<file path="src/rtl/sp_pkg.sv">
// Shared types for the stack-pointer unit: operation encoding, the val-source
// priority encoder, and the bounds-check result.
package sp_pkg;

    typedef enum logic [2:0] {
        OP_NONE,
        OP_INC,
        OP_DEC,
        OP_ADJ,
        OP_RST,
        OP_BUS,
        OP_SEC
    } op_e;

    typedef struct packed {
        logic ovf;
        logic unf;
    } bnd_t;

    // rst_req must already be qualified with "shadow not empty", so that an
    // empty restore falls through to the lower-priority ops.
    function automatic op_e sp_prio(input logic sec_we, input logic bus_we,
                                    input logic rst_req, input logic adj,
                                    input logic dec, input logic inc);
        op_e op;
        if (sec_we)       op = OP_SEC;
        else if (bus_we)  op = OP_BUS;
        else if (rst_req) op = OP_RST;
        else if (adj)     op = OP_ADJ;
        else if (dec)     op = OP_DEC;
        else if (inc)     op = OP_INC;
        else              op = OP_NONE;
        return op;
    endfunction

endpackage

</file>
<file path="src/rtl/sp_shadow_lifo.sv">
// Shadow LIFO holding saved SP values. Push and pop together swap the top entry.
// Reset clears only the occupancy count; entry contents are left as they were.
module sp_shadow_lifo #(
    parameter int WIDTH = 16,
    parameter int DEPTH = 4
) (
    input  logic                           clk,
    input  logic                           rst,
    input  logic                           push_i,
    input  logic                           pop_i,
    input  logic [WIDTH-1:0]               din_i,
    output logic [WIDTH-1:0]               top_o,
    output logic [$clog2(DEPTH+1)-1:0]     cnt_o,
    output logic                           full_o,
    output logic                           empty_o
);
    localparam int CW = $clog2(DEPTH + 1);
    localparam int AW = (DEPTH > 1) ? $clog2(DEPTH) : 1;

    logic [WIDTH-1:0] mem_q [DEPTH];
    logic [CW-1:0]    cnt_q, cnt_d;
    logic [CW-1:0]    cnt_m1;
    logic [AW-1:0]    wr_idx, top_idx;

    assign cnt_m1  = cnt_q - CW'(1);
    assign wr_idx  = cnt_q[AW-1:0];
    assign top_idx = cnt_m1[AW-1:0];

    assign top_o   = mem_q[top_idx];
    assign cnt_o   = cnt_q;
    assign full_o  = (cnt_q == CW'(DEPTH));
    assign empty_o = (cnt_q == '0);

    always_comb begin
        cnt_d = cnt_q;
        if (push_i && !pop_i)
            cnt_d = cnt_q + CW'(1);
        else if (pop_i && !push_i)
            cnt_d = cnt_m1;
    end

    always_ff @(posedge clk or posedge rst) begin
        if (rst)
            cnt_q <= '0;
        else
            cnt_q <= cnt_d;
    end

    // Swap overwrites the current top; a plain push writes the next free slot.
    always_ff @(posedge clk) begin
        if (push_i && pop_i)
            mem_q[top_idx] <= din_i;
        else if (push_i)
            mem_q[wr_idx] <= din_i;
    end

endmodule

</file>
<file path="src/rtl/sp_unit.sv">
// Stack-pointer register with inc/dec/offset adjust, bus loads, bounds checking
// (trap or wrap) and a shadow LIFO for interrupt save/restore.
module sp_unit
    import sp_pkg::*;
#(
    parameter int          WIDTH        = 16,
    parameter logic [WIDTH-1:0] RESET_VAL = '0,
    parameter int          SHADOW_DEPTH = 4,
    parameter int          TRAP_MODE    = 1
) (
    input  logic                                   clk,
    input  logic                                   rst,
    output logic [WIDTH-1:0]                       val,
    input  logic [WIDTH-1:0]                       bus_in,
    input  logic                                   bus_we,
    input  logic [WIDTH-1:0]                       sec_in,
    input  logic                                   sec_we,
    input  logic                                   inc,
    input  logic                                   dec,
    input  logic                                   adj,
    input  logic [WIDTH-1:0]                       adj_off,
    input  logic [WIDTH-1:0]                       lim_lo,
    input  logic [WIDTH-1:0]                       lim_hi,
    input  logic                                   save,
    input  logic                                   restore,
    input  logic                                   clr_flags,
    output logic [$clog2(SHADOW_DEPTH+1)-1:0]      shadow_cnt,
    output logic                                   ovf,
    output logic                                   unf,
    output logic                                   shd_err,
    output logic                                   fault
);
    logic [WIDTH-1:0] val_q, val_d;
    logic             ovf_q, ovf_d;
    logic             unf_q, unf_d;
    logic             shd_err_q, shd_err_d;
    logic             fault_q, fault_d;

    logic [WIDTH-1:0] shd_top;
    logic             shd_full, shd_empty;
    logic             shd_push, shd_pop;

    op_e              op;
    logic             checked;
    logic [WIDTH+1:0] addend;
    logic [WIDTH+1:0] r;
    logic             r_neg, r_big;
    bnd_t             bnd;
    logic             ev_ovf, ev_unf, ev_shd;

    assign op      = sp_prio(sec_we, bus_we, restore & ~shd_empty, adj, dec, inc);
    assign checked = (op == OP_INC) || (op == OP_DEC) || (op == OP_ADJ);

    // r is a WIDTH+2 bit two's-complement sum: bit W+1 = negative, bit W = above 2^WIDTH-1.
    always_comb begin
        addend = '0;
        case (op)
            OP_INC:  addend = {{(WIDTH+1){1'b0}}, 1'b1};
            OP_DEC:  addend = '1;
            OP_ADJ:  addend = {{2{adj_off[WIDTH-1]}}, adj_off};
            default: addend = '0;
        endcase
    end

    assign r     = {2'b00, val_q} + addend;
    assign r_neg = r[WIDTH+1];
    assign r_big = ~r[WIDTH+1] & r[WIDTH];

    always_comb begin
        bnd.ovf = ~r_neg & (r_big | (r[WIDTH-1:0] > lim_hi));
        bnd.unf = r_neg | (~r_big & (r[WIDTH-1:0] < lim_lo));
    end

    assign ev_ovf = checked & bnd.ovf;
    assign ev_unf = checked & bnd.unf;
    assign ev_shd = (save & ~restore & shd_full) | (restore & shd_empty);

    assign shd_push = save & (restore ? ~shd_empty : ~shd_full);
    assign shd_pop  = restore & ~shd_empty;

    always_comb begin
        val_d = val_q;
        case (op)
            OP_SEC: val_d = sec_in;
            OP_BUS: val_d = bus_in;
            OP_RST: val_d = shd_top;
            OP_INC, OP_DEC, OP_ADJ: begin
                if (!((bnd.ovf || bnd.unf) && (TRAP_MODE != 0)))
                    val_d = r[WIDTH-1:0];
            end
            default: val_d = val_q;
        endcase
    end

    always_comb begin
        ovf_d     = ev_ovf | (ovf_q & ~clr_flags);
        unf_d     = ev_unf | (unf_q & ~clr_flags);
        shd_err_d = ev_shd | (shd_err_q & ~clr_flags);
        fault_d   = ev_ovf | ev_unf | ev_shd;
    end

    always_ff @(posedge clk or posedge rst) begin
        if (rst) begin
            val_q     <= RESET_VAL;
            ovf_q     <= 1'b0;
            unf_q     <= 1'b0;
            shd_err_q <= 1'b0;
            fault_q   <= 1'b0;
        end else begin
            val_q     <= val_d;
            ovf_q     <= ovf_d;
            unf_q     <= unf_d;
            shd_err_q <= shd_err_d;
            fault_q   <= fault_d;
        end
    end

    sp_shadow_lifo #(
        .WIDTH (WIDTH),
        .DEPTH (SHADOW_DEPTH)
    ) u_shadow (
        .clk     (clk),
        .rst     (rst),
        .push_i  (shd_push),
        .pop_i   (shd_pop),
        .din_i   (val_q),
        .top_o   (shd_top),
        .cnt_o   (shadow_cnt),
        .full_o  (shd_full),
        .empty_o (shd_empty)
    );

    assign val     = val_q;
    assign ovf     = ovf_q;
    assign unf     = unf_q;
    assign shd_err = shd_err_q;
    assign fault   = fault_q;

endmodule

</file>
<file path="config.mk">
export PLATFORM = sky130hd
export DESIGN_NAME = sp_unit
export DESIGN_NICKNAME = d
export VERILOG_FILES = /design/src/rtl/sp_pkg.sv /design/src/rtl/sp_shadow_lifo.sv /design/src/rtl/sp_unit.sv
export SDC_FILE = /design/constraint.sdc
export NUM_CORES = 1
export LEC_CHECK = 0
export BUFFER_PORTS_ARGS = -buffer_cell sky130_fd_sc_hd__buf_4
export CORE_MARGIN = 2
export CORE_UTILIZATION = 55
export CTS_BUF_LIST = sky130_fd_sc_hd__clkbuf_4
export CTS_CLUSTER_DIAMETER = 200
export DETAILED_ROUTE_END_ITERATION = 16
export MAX_ROUTING_LAYER = met4
export PLACE_DENSITY = 0.8
export SYNTH_ARGS = -nofsm -noshare
export SYNTH_HDL_FRONTEND = slang
export SYNTH_SLANG_ARGS = --single-unit
export TNS_END_PERCENT = 100
</file>
<file path="constraint.sdc">
create_clock -name clk -period 7.3 [get_ports clk]
set_clock_uncertainty 0.2 [all_clocks]
set_input_delay 0.365 -clock clk [delete_from_list [all_inputs] [get_ports clk]]
set_output_delay 0.365 -clock clk [all_outputs]
set_load 0.02 [all_outputs]
</file>
==> results.yml <==
worst_setup_path:
  critical_path_class: "reg -> reg"
  crit_start: "u_shadow.cnt_o[1]"
  endpoint: "val[8]"
  rr_worst_depth: 27
  r2r_start: "u_shadow.cnt_o[1]"
  rrSetupSlack_ps: 1070
  cp.required_ps: 7440
  r2r_end: "val[8]"
  start_kind: "register"
  crit_path_end_kind: "register"
  crit_arrival_ps: 6380
  cp_max_fo: 16
power_and_ir_drop:
  p_leak_nw: 3.03
  total_power_w: 0.00209
  p_sw_frac: 0.407
  clockPowerShare: 0.128
  combPwrFrac: 0.491
  ir_drop_uv: 230
  seqPwrFrac: 0.381
  powerDensity_mw_per_mm2: 308
  intPower_w: 0.00124
  p_switching_w: 0.000849
timing:
  worstMarginPinSlew_ps: 982
  slew_headroom: 0.342
  post-route-period-util: 0.854
  setup_tns_ps: 0
  hold_viol_final: 0
  fin_crit_ps: 6230
  rsz0062_at_grt: "false"
  finalMaxSlewViolations: 0
  worst_slack_ps: 1070
  fmax_mhz: 160
  setup_viol: 0
synth:
  synthMuxAreaShare: 0.104
  synth_cell_types: 59
  netlist_instances: 485
  synth-simple-area-share: 0.0882
  synth.most_common_cell: "edfxtp_1"
  synth_area_per_cell_um2: 11.6
  synth_top_family_by_area: "compound AO/OA/AOI/OAI gates"
  synth-seq-area-share: 0.444
  syn_area_mm2: 0.00563
  yosys.area.top_type_share: 0.341
  synth_xor_area_frac: 0.0233
  synth_area_leaders: "edfxtp_1 (34%), ha_1 (12%), dfrtp_1 (10%), mux4_2 (6.4%), inv_1 (3.3%)"
  yosys_warnings: 0
  yosys.area.top_type: "edfxtp_1"
  synth_edf_count: 64
  synth-adder-area-share: 0.126
  syn_nets: 631
  synthArstFlopShare: 0.264
  synth_compound_gate_area_share: 0.164
  synth_commonest_cells: "edfxtp_1 (64), ha_1 (55), inv_1 (50)"
  synth-main-ff-cell: "edfxtp_1"
  yosys_register_bits: 87
floorplanning:
  die_w_um: 105
  start_util: 0.571
  dieArea_mm2: 0.0111
  die_h_um: 105
  core_area_mm2: 0.00986
  rows: 36
  ioPinCount: 113
place:
  globalplace.congestion: 0.951
  portBuffers: 112
  dpl-instance-area_mm2: 0.00661
  dp_hpwl_mm: 10.9
  place_ws_ps: 1240
clock_tree:
  root_buffer: "clkbuf_4"
  cts_made_buffers: 9
  cts_tree: "yes"
  clock_latency_ps: 460
  postCtsSetupBuffers: 0
  htreeDepth: 3
  path_clk_slew_ps: 160
  cts_sinks: 87
  clock_path_buffers: 2
detailed_routing:
  via_count: 4358
  dr.pass1.iters: 5
  drt-total-wl_mm: 14.5
  via_per_inst: 5.91
  drtAntennaViolNets: 0
  drtIter0Drc: 321
  wl_per_cell_um: 19.7
  drc: 0
grt:
  grt_pass1_wl_mm: 23.0
  grt_pass1_vias: 4483
  grt_max_degree: 24
  overflow: 0
  grtUsageTotal: 0.279
  antenna_found_initial: 0
layout:
  finish.utilization: 0.686
  diodes: 0
  drive_above_1_share: 0.290
  design_area_mm2: 0.00676
  finalNetCount: 745
  syn_to_final_growth_pct: 20.1
run:
  maxCapViolCount: 0
status:
  outcome: "finished, final reports clean"
min_path:
  hold_path_class: "in -> reg"
-- cell type report --
cell class                      count  area [um^2]
Sequential cell                    87         2500
Clock buffer                        9         67.6
Timing Repair Buffer              122          921
Tap cell                          133          166
Clock inverter                      7         61.3
Fill cell                         738         3100
Inverter                           51          191
Multi-Input combinational cell    328         2860
-- flip-flops by register name, summed over array words and instances, names as in the netlist --
name / cells
shd_err: 1
u_shadow.cnt_o: 3
fault: 1
u_shadow.mem_q: 64
val: 16
unf: 1
ovf: 1
-- worst min-delay path by stage --
stage	from	to	slack, ps	depth (start not counted)
final	bus_in[12]	val[12]	60	4
after global routing	bus_in[3]	val[3]	50	4
after CTS	bus_in[12]	val[12]	40	4
after detailed placement	unf	unf	350	2
after global placement	shd_err	shd_err	330	2
after floorplan	rst	fault	170	1
-- cell usage in the layout, fill, tap and decap left out, types with 5 or more instances in the layout --
cell      instances
buf_4           120
edfxtp_1         64
ha_1             55
inv_1            50
nand2_1          29
nor2_1           25
a21oi_1          25
dfrtp_1          23
mux4_2           16
o21ai_0          16
o21a_1           16
a222oi_1         14
xnor2_1          12
a21o_1            9
nand4_1           9
clkbuf_4          9
mux2i_1           7
a21boi_0          7
nor2b_1           6
nand3_1           6
mux2_4            6
mux2_2            6
nor3_1            5
-- timing repair --
item | in CTS | in global routing
hold buffers | 2 | 0
resized for setup | 0 | 0
endpoints found under the hold margin | 25 | 0
-- power groups by stage --
stage                     logic, W  registers, W  clock network, W
after global routing       0.00112      0.000809          0.000286
after floorplan           0.000667      0.000821                 0
after CTS                  0.00102      0.000796          0.000270
after detailed placement   0.00102      0.000806                 0
after global placement    0.000987      0.000796                 0
final                      0.00102      0.000794          0.000267
-- layer usage --
metal	routed length (um)	GRT usage	part of all wire	vias up
met2	7250	0.467	0.50	163
met1	6040	0.346	0.42	2104
met3	876	0.0580	0.060	29
met4	312	0.0771	0.022	0
met5	0	-	0	-
li1	-	-	-	2062
-- logic make-up after synthesis --
| family | count (synthesis) |
|---|---|
| adder cells (fa/ha/maj) | 56 |
| XOR/XNOR | 15 |
| multiplexers | 35 |
| AND/OR/NAND/NOR | 98 |
| buffers and inverters | 70 |
| AO/OA/AOI/OAI | 124 |
| flip-flops | 87 |
-- through the flow --
stage | instances | hold slack (ps)
6_report | 737 | 56.6
5_1_grt | 737 | 50.5
4_1_cts | 737 | 41.2
3_5_place_dp | 719 | 346
3_3_place_gp | 719 | 330
2_1_floorplan | 485 | 167
-- worst max-delay path: stages (launching register included) --
cell and delay (ps):
dfrtp_1 470, inv_1 110, ha_1 210, nand2b_1 90, nand2_1 150, inv_2 90
nor3_1 360, nand2b_1 170, nor2_1 140, ha_1 210, inv_1 70, fa_1 410
nor2b_1 170, o31a_1 190, o21ai_1 210, o21bai_1 180, a21oi_1 90, xnor2_1 380
ha_1 310, nand2_1 90, nor2_1 50, a2111oi_0 350, o31ai_1 180, a21oi_1 140
a21oi_1 110, o41ai_4 250, buf_4 330, mux2_2 370
No activity file was read; power rests on OpenSTA's default activity.
